===== src/rtl/bike_bram_stream_reader_pkg.sv =====
// Shared constants, sizing helper and FSM state type for the BIKE BRAM stream reader.
// Constants below describe the default build (R_BITS = 12323, B_WIDTH = 128).
package bike_bram_stream_reader_pkg;

  function automatic int unsigned div_and_ceil(input int unsigned a, input int unsigned b);
    return (a + b - 1) / b;
  endfunction

  localparam int unsigned R_BITS_DEF  = 12323;
  localparam int unsigned B_WIDTH_DEF = 128;
  localparam int unsigned SWORDS      = div_and_ceil(R_BITS_DEF, B_WIDTH_DEF);
  localparam int unsigned LOGSWORDS   = $clog2(SWORDS);
  localparam int unsigned DWORDS      = div_and_ceil(R_BITS_DEF, 32);
  localparam int unsigned TAIL_BITS   = R_BITS_DEF % 32;

  typedef enum logic [1:0] {IDLE, RUN, FLUSH} reader_state_t;

endpackage


===== src/rtl/bike_bram_stream_reader_if.sv =====
// Memory read port plus 32-bit valid/ready output stream of the BIKE BRAM stream reader.
interface bike_bram_stream_reader_if #(
  parameter int unsigned B_WIDTH   = bike_bram_stream_reader_pkg::B_WIDTH_DEF,
  parameter int unsigned LOGSWORDS = bike_bram_stream_reader_pkg::LOGSWORDS
);
  logic                 mem_ren;
  logic [LOGSWORDS-1:0] mem_addr;
  logic [B_WIDTH-1:0]   mem_dout;
  logic                 m_valid;
  logic                 m_ready;
  logic [31:0]          m_data;
  logic                 m_last;

  modport master (
    output mem_ren, mem_addr, m_valid, m_data, m_last,
    input  mem_dout, m_ready
  );

  modport slave (
    input  mem_ren, mem_addr, m_valid, m_data, m_last,
    output mem_dout, m_ready
  );
endinterface


===== src/rtl/bike_bram_stream_reader_serializer.sv =====
// Splits B_WIDTH memory words into 32-bit stream words, counts output words,
// drops the unused sub-words of the last memory word and masks the tail word.
module bike_word_serializer #(
  parameter int unsigned B_WIDTH   = 128,
  parameter int unsigned DWORDS    = 386,
  parameter int unsigned TAIL_BITS = 3
) (
  input  logic               clk,
  input  logic               reset,
  input  logic               clear,
  input  logic               src_valid,
  input  logic [B_WIDTH-1:0] src_data,
  output logic               take_c,
  output logic               final_accept_c,
  input  logic               m_ready,
  output logic               m_valid,
  output logic [31:0]        m_data,
  output logic               m_last
);

  localparam int unsigned NSUB  = B_WIDTH / 32;
  localparam int unsigned IDX_W = (NSUB > 1) ? $clog2(NSUB) : 1;
  localparam int unsigned CNT_W = $clog2(DWORDS + 1);
  localparam logic [31:0] TAIL_MASK = (TAIL_BITS == 0) ? 32'hFFFF_FFFF
                                                       : 32'((64'd1 << TAIL_BITS) - 64'd1);

  logic [B_WIDTH-1:0] shreg;
  logic [IDX_W-1:0]   idx;
  logic [CNT_W-1:0]   cnt;
  logic               valid;
  logic               accept;
  logic               is_final;
  logic               last_sub;
  logic [31:0]        word_sel;

  assign accept   = valid && m_ready;
  assign is_final = (cnt == CNT_W'(DWORDS - 1));
  // The final stream word ends its memory word even if more lanes remain.
  assign last_sub = (idx == IDX_W'(NSUB - 1)) || is_final;
  assign take_c   = !valid || (accept && last_sub);
  assign final_accept_c = accept && is_final;

  assign word_sel = 32'(shreg >> (32 * idx));
  assign m_valid  = valid;
  assign m_data   = is_final ? (word_sel & TAIL_MASK) : word_sel;
  assign m_last   = valid && is_final;

  always_ff @(posedge clk) begin
    if (reset || clear) begin
      shreg <= '0;
      idx   <= '0;
      cnt   <= '0;
      valid <= 1'b0;
    end else begin
      if (accept) cnt <= cnt + CNT_W'(1);
      if (take_c) begin
        if (src_valid) begin
          shreg <= src_data;
          idx   <= '0;
          valid <= 1'b1;
        end else begin
          valid <= 1'b0;
        end
      end else if (accept) begin
        idx <= idx + IDX_W'(1);
      end
    end
  end

endmodule


===== src/rtl/bike_bram_stream_reader.sv =====
// Reads one R_BITS polynomial from the BIKE BRAM wrapper and streams it out as 32-bit words.
// Optional macro BIKE_READER_STALL_CNT_EN adds a saturating back-pressure cycle counter.
module bike_bram_stream_reader
  import bike_bram_stream_reader_pkg::*;
#(
  parameter int unsigned B_WIDTH   = 128,
  parameter int unsigned R_BITS    = 12323,
  parameter int unsigned SWORDS    = div_and_ceil(R_BITS, B_WIDTH),
  parameter int unsigned LOGSWORDS = $clog2(SWORDS),
  parameter int unsigned DWORDS    = div_and_ceil(R_BITS, 32)
) (
  input  logic clk,
  input  logic reset,
  input  logic start,
  output logic busy,
  output logic done,
  bike_bram_stream_reader_if.master bus
`ifdef BIKE_READER_STALL_CNT_EN
  , output logic [15:0] stall_cnt
`endif
);

  localparam int unsigned TAIL_BITS = R_BITS % 32;
  localparam int unsigned RA_W      = $clog2(SWORDS + 1);

  reader_state_t        state;
  logic [RA_W-1:0]      rd_addr;
  logic [LOGSWORDS-1:0] addr_q;
  logic                 inflight;
  logic                 pf_valid;
  logic [B_WIDTH-1:0]   pf_data;
  logic                 take_c;
  logic                 final_accept_c;
  logic                 issue_c;
  logic                 start_acc_c;

  assign start_acc_c = (state == IDLE) && start;
  // Issue only when the returning word is guaranteed a free slot.
  assign issue_c = (state == RUN) && (rd_addr < RA_W'(SWORDS)) && !inflight
                   && (!pf_valid || take_c);
  assign bus.mem_ren  = issue_c;
  assign bus.mem_addr = issue_c ? LOGSWORDS'(rd_addr) : addr_q;

  always_ff @(posedge clk) begin
    if (reset) begin
      state    <= IDLE;
      busy     <= 1'b0;
      done     <= 1'b0;
      rd_addr  <= '0;
      addr_q   <= '0;
      inflight <= 1'b0;
      pf_valid <= 1'b0;
      pf_data  <= '0;
    end else begin
      done     <= 1'b0;
      inflight <= issue_c;
      if (issue_c) begin
        addr_q  <= LOGSWORDS'(rd_addr);
        rd_addr <= rd_addr + RA_W'(1);
      end
      // Returning data bypasses straight to the serializer when it can take it.
      if (pf_valid) begin
        if (take_c) begin
          pf_valid <= inflight;
          pf_data  <= bus.mem_dout;
        end
      end else if (inflight && !take_c) begin
        pf_valid <= 1'b1;
        pf_data  <= bus.mem_dout;
      end
      case (state)
        IDLE: if (start) begin
          state    <= RUN;
          busy     <= 1'b1;
          rd_addr  <= '0;
          inflight <= 1'b0;
          pf_valid <= 1'b0;
        end
        RUN: if (final_accept_c) begin
          state <= FLUSH;
          busy  <= 1'b0;
          done  <= 1'b1;
        end
        FLUSH:   state <= IDLE;
        default: state <= IDLE;
      endcase
    end
  end

  bike_word_serializer #(
    .B_WIDTH  (B_WIDTH),
    .DWORDS   (DWORDS),
    .TAIL_BITS(TAIL_BITS)
  ) u_ser (
    .clk           (clk),
    .reset         (reset),
    .clear         (start_acc_c),
    .src_valid     (pf_valid || inflight),
    .src_data      (pf_valid ? pf_data : bus.mem_dout),
    .take_c        (take_c),
    .final_accept_c(final_accept_c),
    .m_ready       (bus.m_ready),
    .m_valid       (bus.m_valid),
    .m_data        (bus.m_data),
    .m_last        (bus.m_last)
  );

`ifdef BIKE_READER_STALL_CNT_EN
  always_ff @(posedge clk) begin
    if (reset || start_acc_c) begin
      stall_cnt <= '0;
    end else if ((state == RUN) && bus.m_valid && !bus.m_ready && (stall_cnt != 16'hFFFF)) begin
      stall_cnt <= stall_cnt + 16'd1;
    end
  end
`endif

endmodule

===== src/flat_wrapper.sv =====
// flat-port wrapper written by rule: the top's interface ports become plain ports
module bike_bram_stream_reader_flat import bike_bram_stream_reader_pkg::*;
#(
  parameter int unsigned B_WIDTH   = 128,
  parameter int unsigned R_BITS    = 12323,
  parameter int unsigned SWORDS    = div_and_ceil(R_BITS, B_WIDTH),
  parameter int unsigned LOGSWORDS = $clog2(SWORDS),
  parameter int unsigned DWORDS    = div_and_ceil(R_BITS, 32)
)
  (clk, reset, start, busy, done, bus_mem_ren, bus_mem_addr, bus_m_valid, bus_m_data, bus_m_last, bus_mem_dout, bus_m_ready);
  bike_bram_stream_reader_if #(.B_WIDTH(B_WIDTH), .LOGSWORDS(LOGSWORDS)) bus_i ();
  input  logic clk;
  input  logic reset;
  input  logic start;
  output logic busy;
  output logic done;
  output wire logic [$bits(bus_i.mem_ren)-1:0] bus_mem_ren;
  output wire logic [$bits(bus_i.mem_addr)-1:0] bus_mem_addr;
  output wire logic [$bits(bus_i.m_valid)-1:0] bus_m_valid;
  output wire logic [$bits(bus_i.m_data)-1:0] bus_m_data;
  output wire logic [$bits(bus_i.m_last)-1:0] bus_m_last;
  input wire logic [$bits(bus_i.mem_dout)-1:0] bus_mem_dout;
  input wire logic [$bits(bus_i.m_ready)-1:0] bus_m_ready;
  assign bus_mem_ren = bus_i.mem_ren;
  assign bus_mem_addr = bus_i.mem_addr;
  assign bus_m_valid = bus_i.m_valid;
  assign bus_m_data = bus_i.m_data;
  assign bus_m_last = bus_i.m_last;
  assign bus_i.mem_dout = bus_mem_dout;
  assign bus_i.m_ready = bus_m_ready;
  bike_bram_stream_reader #(.B_WIDTH(B_WIDTH), .R_BITS(R_BITS), .SWORDS(SWORDS), .LOGSWORDS(LOGSWORDS), .DWORDS(DWORDS)) u_core (.clk(clk), .reset(reset), .start(start), .busy(busy), .done(done), .bus(bus_i));
endmodule

===== config.mk =====
export PLATFORM = sky130hd
export DESIGN_NAME = bike_bram_stream_reader_flat
export DESIGN_NICKNAME = d
export VERILOG_FILES = /design/src/rtl/bike_bram_stream_reader_pkg.sv /design/src/rtl/bike_bram_stream_reader_if.sv /design/src/rtl/bike_bram_stream_reader_serializer.sv /design/src/rtl/bike_bram_stream_reader.sv /design/src/flat_wrapper.sv
export SDC_FILE = /design/constraint.sdc
export NUM_CORES = 1
export LEC_CHECK = 0
export ABC_AREA = 1
export BUFFER_PORTS_ARGS = -buffer_cell sky130_fd_sc_hd__buf_2
export CORE_MARGIN = 1.5
export CORE_UTILIZATION = 55
export CTS_BUF_LIST = sky130_fd_sc_hd__clkbuf_4 sky130_fd_sc_hd__clkbuf_8
export CTS_CLUSTER_SIZE = 10
export DETAILED_ROUTE_END_ITERATION = 8
export GPL_TIMING_DRIVEN = 0
export PLACE_DENSITY = 0.76
export RECOVER_POWER = 50
export SYNTH_ARGS = -nofsm -noshare
export SYNTH_HDL_FRONTEND = slang
export SYNTH_SLANG_ARGS = --single-unit

===== constraint.sdc =====
create_clock -name clk -period 3.4 [get_ports clk]
set_input_delay 1.02 -clock clk [delete_from_list [all_inputs] [get_ports clk]]
set_output_delay 1.02 -clock clk [all_outputs]
set_load 0.005 [all_outputs]

-- Yosys cells after proc, flatten, opt, wreduce, memory -nomap -nowiden
Cells that the tools add are included.
- memories kept: 0
- RAM bits: 0
- input bits: 132
- ROM bits: 0
- latch bits: 0
- output and inout bits: 44
- flip-flop bits (word level): 288
- bitwise operators: 1
- reductions and logical operators: 28
- multiply operators: 0
- shift operators: 1
- mux-type cells: 27
- $add $sub $neg: 3
- equal/unequal tests: 7
- magnitude comparators: 1
- div/mod/pow operators: 0
- operator list (cell ; number):
    128-bit two-way mux ; 4
    128-bit by 7-bit >> shifter with 32-bit output ; 1
    32-bit two-way mux ; 1
    7-bit two-way mux ; 4
    1-bit two-way mux ; 11
    2-bit two-way mux ; 5
    9-bit by 1-bit adder with 9-bit output, second input constant ; 1
    9-bit == test, second input constant ; 1
    1-bit logical AND ; 9
    2-bit AND reduction ; 4
    7-bit by 1-bit adder with 7-bit output, second input constant ; 1
    7-bit < comparator, second input constant ; 1
    2-bit != test, second input constant ; 3
    2-bit nonzero test ; 3
    1-bit logical OR ; 5
    1-bit logical NOT ; 4
    2-bit case mux with 2 select lines ; 1
    3-bit AND reduction ; 1
    2-bit by 1-bit adder with 2-bit output, second input constant ; 1
    2-bit by 1-bit == test with 1-bit output, second input constant ; 1
    2-bit == test, second input constant ; 1
    2-bit logical NOT ; 1
    2-bit by 1-bit != test with 1-bit output, second input constant ; 1
    1-bit case mux with 2 select lines ; 1
    other kinds (2) ; 2

-- Depth between registers and ports, before layout
Gate-level depths: netlist (run 1).
- depth after elaboration: 10
- mapped depth: 12

-- Hierarchy
A second synthesis (run 1) with hierarchy kept.
- cell total of the unflattened synthesis: 2001
- area total of the unflattened synthesis: 14092.3 um2
- by module, submodules not included (module ; instances ; cells an instance ; area each (um2)):
    bike_word_serializer ; 1 ; 897 ; 7272.0
    bike_bram_stream_reader ; 1 ; 1104 ; 6820.3

-- Worst setup path after synthesis (run 1)
OpenSTA, ideal clock, no wires.
- kind: input -> output
- start: input bus_m_ready
- end: output bus_mem_addr[3]
- required time: 2.380 ns
- cell stages on the path: 8
- path buffers: 1
- arrival: 1.983 ns
- setup slack: 0.397 ns
- cells stage by stage: nand2_1 > inv_2 > nand3_4 > nand3_1 > nand2_1 > clkbuf_1 > o21ai_0 > inv_1
- longest elaborated chain between the ends: 6
- ends and longest elaborated chain (element ; line ; source):
    start: declaration ; flat_wrapper.sv:23 ; input wire logic [$bits(bus_i.m_ready)-1:0] bus_m_ready;
    1-bit logical AND ; bike_bram_stream_reader_serializer.sv:36 ; assign accept = valid && m_ready;
    1-bit logical AND ; bike_bram_stream_reader_serializer.sv:40 ; assign take_c = !valid || (accept && last_sub);
    1-bit logical OR ; bike_bram_stream_reader_serializer.sv:40 ;
    1-bit logical OR ; bike_bram_stream_reader.sv:40 ; && (!pf_valid || take_c);
    1-bit logical AND ; bike_bram_stream_reader.sv:40 ;
    7-bit two-way mux ; -- ;
    end: declaration ; flat_wrapper.sv:18 ; output wire logic [$bits(bus_i.mem_addr)-1:0] bus_mem_addr;
No other way between the ends.

-- Worst setup path after layout (run 1)
- start: register u_core.u_ser.idx[0]
- end: output bus_m_data[23]
- longest elaborated chain between the ends: 2
- ends and longest elaborated chain (element ; line ; source):
    start: declaration ; bike_bram_stream_reader_serializer.sv:28 ; logic [IDX_W-1:0] idx;
    start signal: assignment ; bike_bram_stream_reader_serializer.sv:65 ; idx <= idx + IDX_W'(1);
    128-bit by 7-bit >> shifter with 32-bit output ; bike_bram_stream_reader_serializer.sv:43 ; assign word_sel = 32'(shreg >> (32 * idx));
    32-bit two-way mux ; bike_bram_stream_reader_serializer.sv:45 ; assign m_data = is_final ? (word_sel & TAIL_MASK) : word_sel;
    end: declaration ; flat_wrapper.sv:20 ; output wire logic [$bits(bus_i.m_data)-1:0] bus_m_data;
No other way between the ends.

==> results of run 1 <==
[worst min-delay path, stage by stage, from the launching register on]
cell and delay (ns):
dfxtp_1 0.31, nand2_1 0.06, a21oi_1 0.05
[logic make-up (layout without fill, tap and decap cells)]
| family | Yosys count | count (layout) | synth area share [%] |
|---|---|---|---|
| simple gates | 1344 | 1344 | 40.4 |
| flops | 288 | 288 | 41.6 |
| compound gates | 256 | 256 | 9.59 |
| buf+inv | 230 | 490 | 7.87 |
| fa+ha+maj | 4 | 4 | 0.361 |
| xor+xnor | 3 | 3 | 0.190 |
[sequential cells by signal (all words and copies together) (netlist names)]
register,flops
u_core.done,1
u_core.rd_addr,7
u_core.inflight,1
u_core.u_ser.cnt,9
u_core.state,2
u_core.pf_valid,1
u_core.u_ser.idx,2
u_core.u_ser.shreg,128
u_core.u_ser.m_valid,1
u_core.addr_q,7
u_core.pf_data,128
u_core.busy,1
[where the power goes]
part           internal, mW  leakage, nW  switching, mW
registers              3.46         2.33         0.0601
clock network          1.75        0.519           1.38
logic                 0.238         5.07          0.412
[synthesized netlist by cell type, drive strengths merged]
| cell type | n |
|---|---|
| nand3 | 11 |
| o21ai | 207 |
| or2 | 1 |
| nand3b | 128 |
| xor2 | 3 |
| ha | 4 |
| nor3 | 1 |
| nand2 | 590 |
| inv | 76 |
| o22ai | 32 |
| a21oi | 17 |
| buf | 69 |
| nand4 | 6 |
| dfxtp | 288 |
| nor2 | 606 |
| and2 | 1 |
| clkbuf | 85 |
[how the worst max path moves through the flow]
stage | depth (start not counted) | start | endpoint
after global placement | 10 | bus_m_ready | bus_mem_addr[4]
after global routing | 7 | u_core.u_ser.idx[0] | bus_m_data[23]
final | 7 | u_core.u_ser.idx[0] | bus_m_data[23]
after floorplan | 8 | bus_m_ready | bus_mem_addr[3]
after CTS | 8 | u_core.u_ser.idx[0] | bus_m_data[23]
after detailed placement | 10 | bus_m_ready | bus_mem_addr[2]
[routing by layer]
layer,vias to the layer above,wire (um)
met5,-,0
met4,0,1690
met3,98,3390
met2,579,19200
met1,6488,19100
li1,7126,-
[layout make-up]
type	count	area (sq um)	area share [%]
Timing Repair Buffer	176	876	5.44
Buffer	154	779	4.84
Tap cell	324	405	2.52
Multi-Input combinational cell	1607	7010	43.5
Sequential cell	288	5770	35.8
Clock buffer	79	950	5.89
Clock inverter	5	32.5	0.202
Inverter	76	288	1.79
[metrics by stage]
stage,area [sq um],util [%],setup slack (ns)
finish,16100,65.7,0.122
global route,16100,65.7,-0.0367
CTS,16100,65.8,0.00908
detailed placement,15100,61.7,-0.175
global placement,15100,61.7,-0.129
floorplan,13900,-,0.397
[what timing repair did]
item	in CTS	in global routing
hold buffers	0	0
resized for setup	9	26
endpoints found under the setup margin	24	39
pin swaps	0	1
hold endpoints to repair	0	0
buffers inserted	1	0
==> metrics.csv, run 1 <==
stage,metric,value,unit
floorplanning,die_area,26200,sq um
global_route,busiest_layer,met2,
floorplanning,rows,57,
floorplanning,boundaryPins,176,
global_route,grt_pass1_vias,13000,
min_path,holdPathEnd,u_core.busy,
min_path,min_from,u_core.busy,
detailed_routing,route.detailed.drc,0,
sta,setup_tns,0,ns
worst_setup_path,cp-end-kind,output port,
worst_setup_path,critPathMaxFanout,10,
sta,fmax,305,MHz
worst_setup_path,r2r-end,u_core.u_ser.shreg[65],
worst_setup_path,r2r_start,u_core.u_ser.cnt[1],
clock_tree,numCtsBuffers,47,
worst_setup_path,r2r_slack,0.58,ns
worst_setup_path,crit_family,buffers and inverters,
yosys,yosys.area.top_type_share,41.6,%
worst_setup_path,worstPathCellList,clkbuf_2 -> clkbuf_1 -> nor2_1 -> o22ai_1 -> nand2_1 -> inv_1 -> buf_2,
detailed_routing,dr_total_vias,14300,
yosys,ys_types,28,
final_layout,area_delta_synth_final,16.2,%
detailed_routing,drt_iter0_drc,1449,
sta,post-route-period-util,96.4,%
power_and_ir_drop,cellLeakagePower,7.92,nW
global_route,use_met1,44.9,%
sta,timing.hold.ws,0.469,ns
status,status,"finished, final reports clean",
worst_setup_path,path_class,reg2out,
floorplanning,core-area,24500,sq um
clock_tree,clock_latency,0.59,ns
global_route,gr-usage-met3,5.01,%
worst_setup_path,slowest_delay,0.40,ns
clock_tree,clock_path_buffers,3,
yosys,ys_seq_area_share,41.6,%
sta,relSlewSlack,25.2,%
floorplanning,initial_core_util,56.5,%
floorplanning,die_w,162,um
detailed_routing,dr.pass1.iters,6,
global_route,grt_use_total,32.8,%
sta,tightest_slew,1.12,ns
placed_design,io_buffers,175,
worst_setup_path,cp.arrival,2.26,ns
global_route,grt_pass1_wl,67.3,mm
sta,skew,0.0379,ns
min_path,hp-class,reg2reg,
worst_setup_path,crit_path_start_kind,register,
worst_setup_path,cp_num_buf_inv,4,
flow_run,max_cap_viol_count,0,
detailed_routing,vias_per_cell,5.28,
detailed_routing,wl_per_cell,16.0,um
final_layout,final_cell_mix,"604 x nor2_1, 590 x nand2_1, 287 x dfxtp_1",
sta,hold_viol,0,
worst_setup_path,crit_slowest_cell,dfxtp_1,
yosys,ys_top_cells_by_area,"dfxtp_1 42%, nor2_1 16%, nand2_1 16%, o21ai_0 7.4%, nand3b_1 6.9%",
yosys,synth_largest_area_cell,dfxtp_1,
power_and_ir_drop,power_density,454,nW/um^2
sta,finalCriticalPeriod,3.28,ns
final_layout,nets,2486,
yosys,syn_area_per_cell,6.52,sq um
power_and_ir_drop,finalPower,7.31,mW
sta,setup_viol,0,
min_path,worstHoldPathCells,2,
yosys,syn-num-nets,2261,
final_layout,layout_commonest_cell,nor2_1,
placed_design,gp_congestion,1.02,
sta,slew_violations,0,
clock_tree,cts_tree,done,
global_route,grt_start_max_net_pins,13,
global_route,antenna_found_initial,0,
clock_tree,clk_pin_slew,0.06,ns
clock_tree,htreeDepth,2,
final_layout,nFillCells,2321,
final_layout,final_cells,2709,
detailed_routing,postRouteAntennaNets,0,
yosys,netlist_area,13900,sq um
detailed_routing,detail_route.wirelength,43.4,mm
floorplanning,die_h,162,um
placed_design,dp_hpwl,32.4,mm
yosys,syn_inst,2125,
final_layout,final_layout_size_suffix_gt1_share,14.3,%
placed_design,place_inst,2624,
clock_tree,cts_sinks,288,
yosys,ys_ff_latch,288,
final_layout,diodes,0,
power_and_ir_drop,vdd_drop_max,0.342,mV
clock_tree,root_buffer,clkbuf_8,
sta,rsz0062_at_grt,yes,
global_route,overflow,0,
global_route,met2_usage,51.9,%
worst_setup_path,r2r_cells,12,
yosys,synth_warnings,0,
worst_setup_path,required,2.38,ns
Note: power is estimated with default switching activity, not from simulation.
==> run 2, diff against run 1 <==
CELL_PAD_IN_SITES_DETAIL_PLACEMENT = 0   (was default)
CELL_PAD_IN_SITES_GLOBAL_PLACEMENT = 1   (was default)
CORE_UTILIZATION = 46   (was 55)
GPL_TIMING_DRIVEN = default   (was 0)
PLACE_DENSITY = default   (was 0.76)
PLACE_DENSITY_LB_ADDON = 0.1   (was default)
==> metrics.csv, run 2 (same netlist as run 1, synthesis figures left out) <==
stage,metric,value,unit
status,status,finished with violations,
status,failed_checks,"max-capacitance violations, max-slew violations",
worst_setup_path,cp.arrival,2.20,ns
sta,post-route-period-util,94.6,%
clock_tree,cts_sinks,288,
global_route,grt_pass1_vias,12400,
detailed_routing,route.detailed.drc,0,
sta,fmax,311,MHz
placed_design,dp_hpwl,28.3,mm
floorplanning,boundaryPins,176,
worst_setup_path,startpoint,bus_m_ready,
sta,skew,0.0166,ns
final_layout,diodes,0,
floorplanning,die_area,31200,sq um
power_and_ir_drop,sw_frac_of_total,24.7,%
final_layout,final_cells,2660,
min_path,min_from,u_core.busy,
clock_tree,numCtsBuffers,51,
sta,setup_viol,0,
worst_setup_path,cp-end-kind,output port,
power_and_ir_drop,cellLeakagePower,7.80,nW
clock_tree,htreeDepth,2,
sta,finalCriticalPeriod,3.22,ns
sta,fin_ws,0.185,ns
sta,hold_viol,0,
detailed_routing,drt_iter0_drc,1059,
power_and_ir_drop,vdd_drop_max,0.232,mV
floorplanning,initial_core_util,46.8,%
flow_run,max_cap_viol_count,1,
final_layout,layout_commonest_cell,nor2_1,
detailed_routing,dr_total_vias,13500,
power_and_ir_drop,p_int,5.76,mW
floorplanning,die_h,177,um
detailed_routing,vias_per_cell,5.06,
power_and_ir_drop,power.share.sequential,46.0,%
clock_tree,clock_latency,0.56,ns
global_route,grt_pass1_wl,67.6,mm
global_route,grt_start_max_net_pins,132,
final_layout,top_regs,"u_core.pf_data: 128 flops, u_core.u_ser.shreg: 128 flops, u_core.u_ser.cnt: 9 flops",
min_path,hp-class,reg2reg,
placed_design,gp_congestion,0.896,
final_layout,final_cell_mix,"604 x nor2_1, 588 x nand2_1, 286 x dfxtp_1",
clock_tree,hold_buffers,0,
power_and_ir_drop,switchingPower,1.88,mW
sta,setup_tns,0,ns
worst_setup_path,cp_num_buf_inv,6,
power_and_ir_drop,comb_power_share,8.4,%
power_and_ir_drop,clkPwrFrac,45.6,%
sta,tightest_slew,1.65,ns
final_layout,utilization,53.8,%
worst_setup_path,worstPathCellList,clkbuf_1 -> nand2_1 -> inv_1 -> nand3_4 -> nand3_2 -> nand2_1 -> buf_12 -> inv_4 -> nand2_1 -> nand2_1 -> inv_1 -> buf_2,
global_route,antenna_found_initial,0,
worst_setup_path,path_class,in2out,
detailed_routing,wl_per_cell,16.2,um
final_layout,area_delta_synth_final,15.0,%
clock_tree,clk_pin_slew,0.06,ns
placed_design,place_inst,2568,
worst_setup_path,critPathMaxFanout,20,
sta,slew_violations,70,
worst_setup_path,slowest_delay,0.17,ns
clock_tree,root_buffer,clkbuf_8,
final_layout,nFillCells,3084,
global_route,overflow,0,
clock_tree,clock_path_buffers,3,
worst_setup_path,r2r_start,u_core.u_ser.idx[1],
clock_tree,post_cts_buffers,0,
final_layout,final_layout_size_suffix_gt1_share,13.6,%
clock_tree,cts_tree,done,
worst_setup_path,crit_slowest_cell,buf_12,
floorplanning,rows,63,
floorplanning,die_w,177,um
detailed_routing,postRouteAntennaNets,0,
final_layout,nets,2367,
worst_setup_path,path_common_cell,nand2_1,
placed_design,io_buffers,175,
detailed_routing,detail_route.wirelength,43.0,mm
placed_design,place_worst_setup_slack,0.0814,ns
global_route,grt_use_total,27.3,%
worst_setup_path,crit_family,buffers and inverters,
power_and_ir_drop,power_density,480,nW/um^2
worst_setup_path,crit_path_start_kind,input port,
sta,relSlewSlack,-10.3,%
sta,rsz0062_at_grt,no,
detailed_routing,dr.pass1.iters,5,
floorplanning,core-area,29600,sq um
worst_setup_path,required,2.38,ns
## run 2: cell type report
type                       count  area, sq um  share of cell area (%)
clock buffer                  88         1120                    7.05
sequential                   288         5770                    36.2
inverter                      76          297                    1.86
clock inverter                 4         20.0                   0.126
timing repair buffer         207         1220                    7.66
tap                          390          488                    3.06
multi-input combinational   1607         7020                    44.0
## run 2: per-layer routing
layer | GRT usage, % | up-vias | share of wire (%)
met1 | 38.8 | 6163 | 46
met3 | 3.64 | 63 | 5.7
met4 | 8.72 | 0 | 2.7
li1 | - | 6868 | -
met2 | 42.8 | 371 | 45
met5 | 0 | - | 0
## run 2: worst paths after layout
check,to,cells after the start,slack [ns]
hold / removal,u_core.busy,2,0.47
setup reg to reg,u_core.pf_data[5],8,0.38
setup / recovery,bus_mem_addr[0],12,0.18
hold reg to reg,u_core.busy,2,0.47
## run 2: timing repair
| action | CTS | global route |
|---|---|---|
| pin swaps | 0 | 1 |
| gates resized for setup | 1 | 4 |
| endpoints found under the hold margin | 0 | 0 |
| setup endpoints to repair | 1 | 11 |
## run 2: power by group through the flow
stage          sequential, mW  combinational, mW  clock (mW)
2_1_floorplan            3.57              0.380           0
3_3_place_gp             3.59              0.640           0
3_5_place_dp             3.59              0.644           0
4_1_cts                  3.52              0.647        3.57
5_1_grt                  3.52              0.726        3.70
6_report                 3.52              0.640        3.48
## run 2: worst register-to-register path: cells and delay by family (launching register included)
family / cells / cell delay [ns]
adder cells (fa/ha/maj): 1 / 0.23
AO/OA/AOI/OAI: 1 / 0.23
buffers and inverters: 2 / 1.03
AND/OR/NAND/NOR: 4 / 1.07
flip-flops: 1 / 0.36
## run 2: stage by stage
stage                     hold WS (ns)  instance area, sq um  total power [mW]
after floorplan                  0.439                 13900              3.95
after global placement           0.447                 14800              4.23
after detailed placement         0.463                 14800              4.23
after CTS                        0.473                 16000              7.73
after global routing             0.489                 15900              7.95
final                            0.473                 15900              7.64
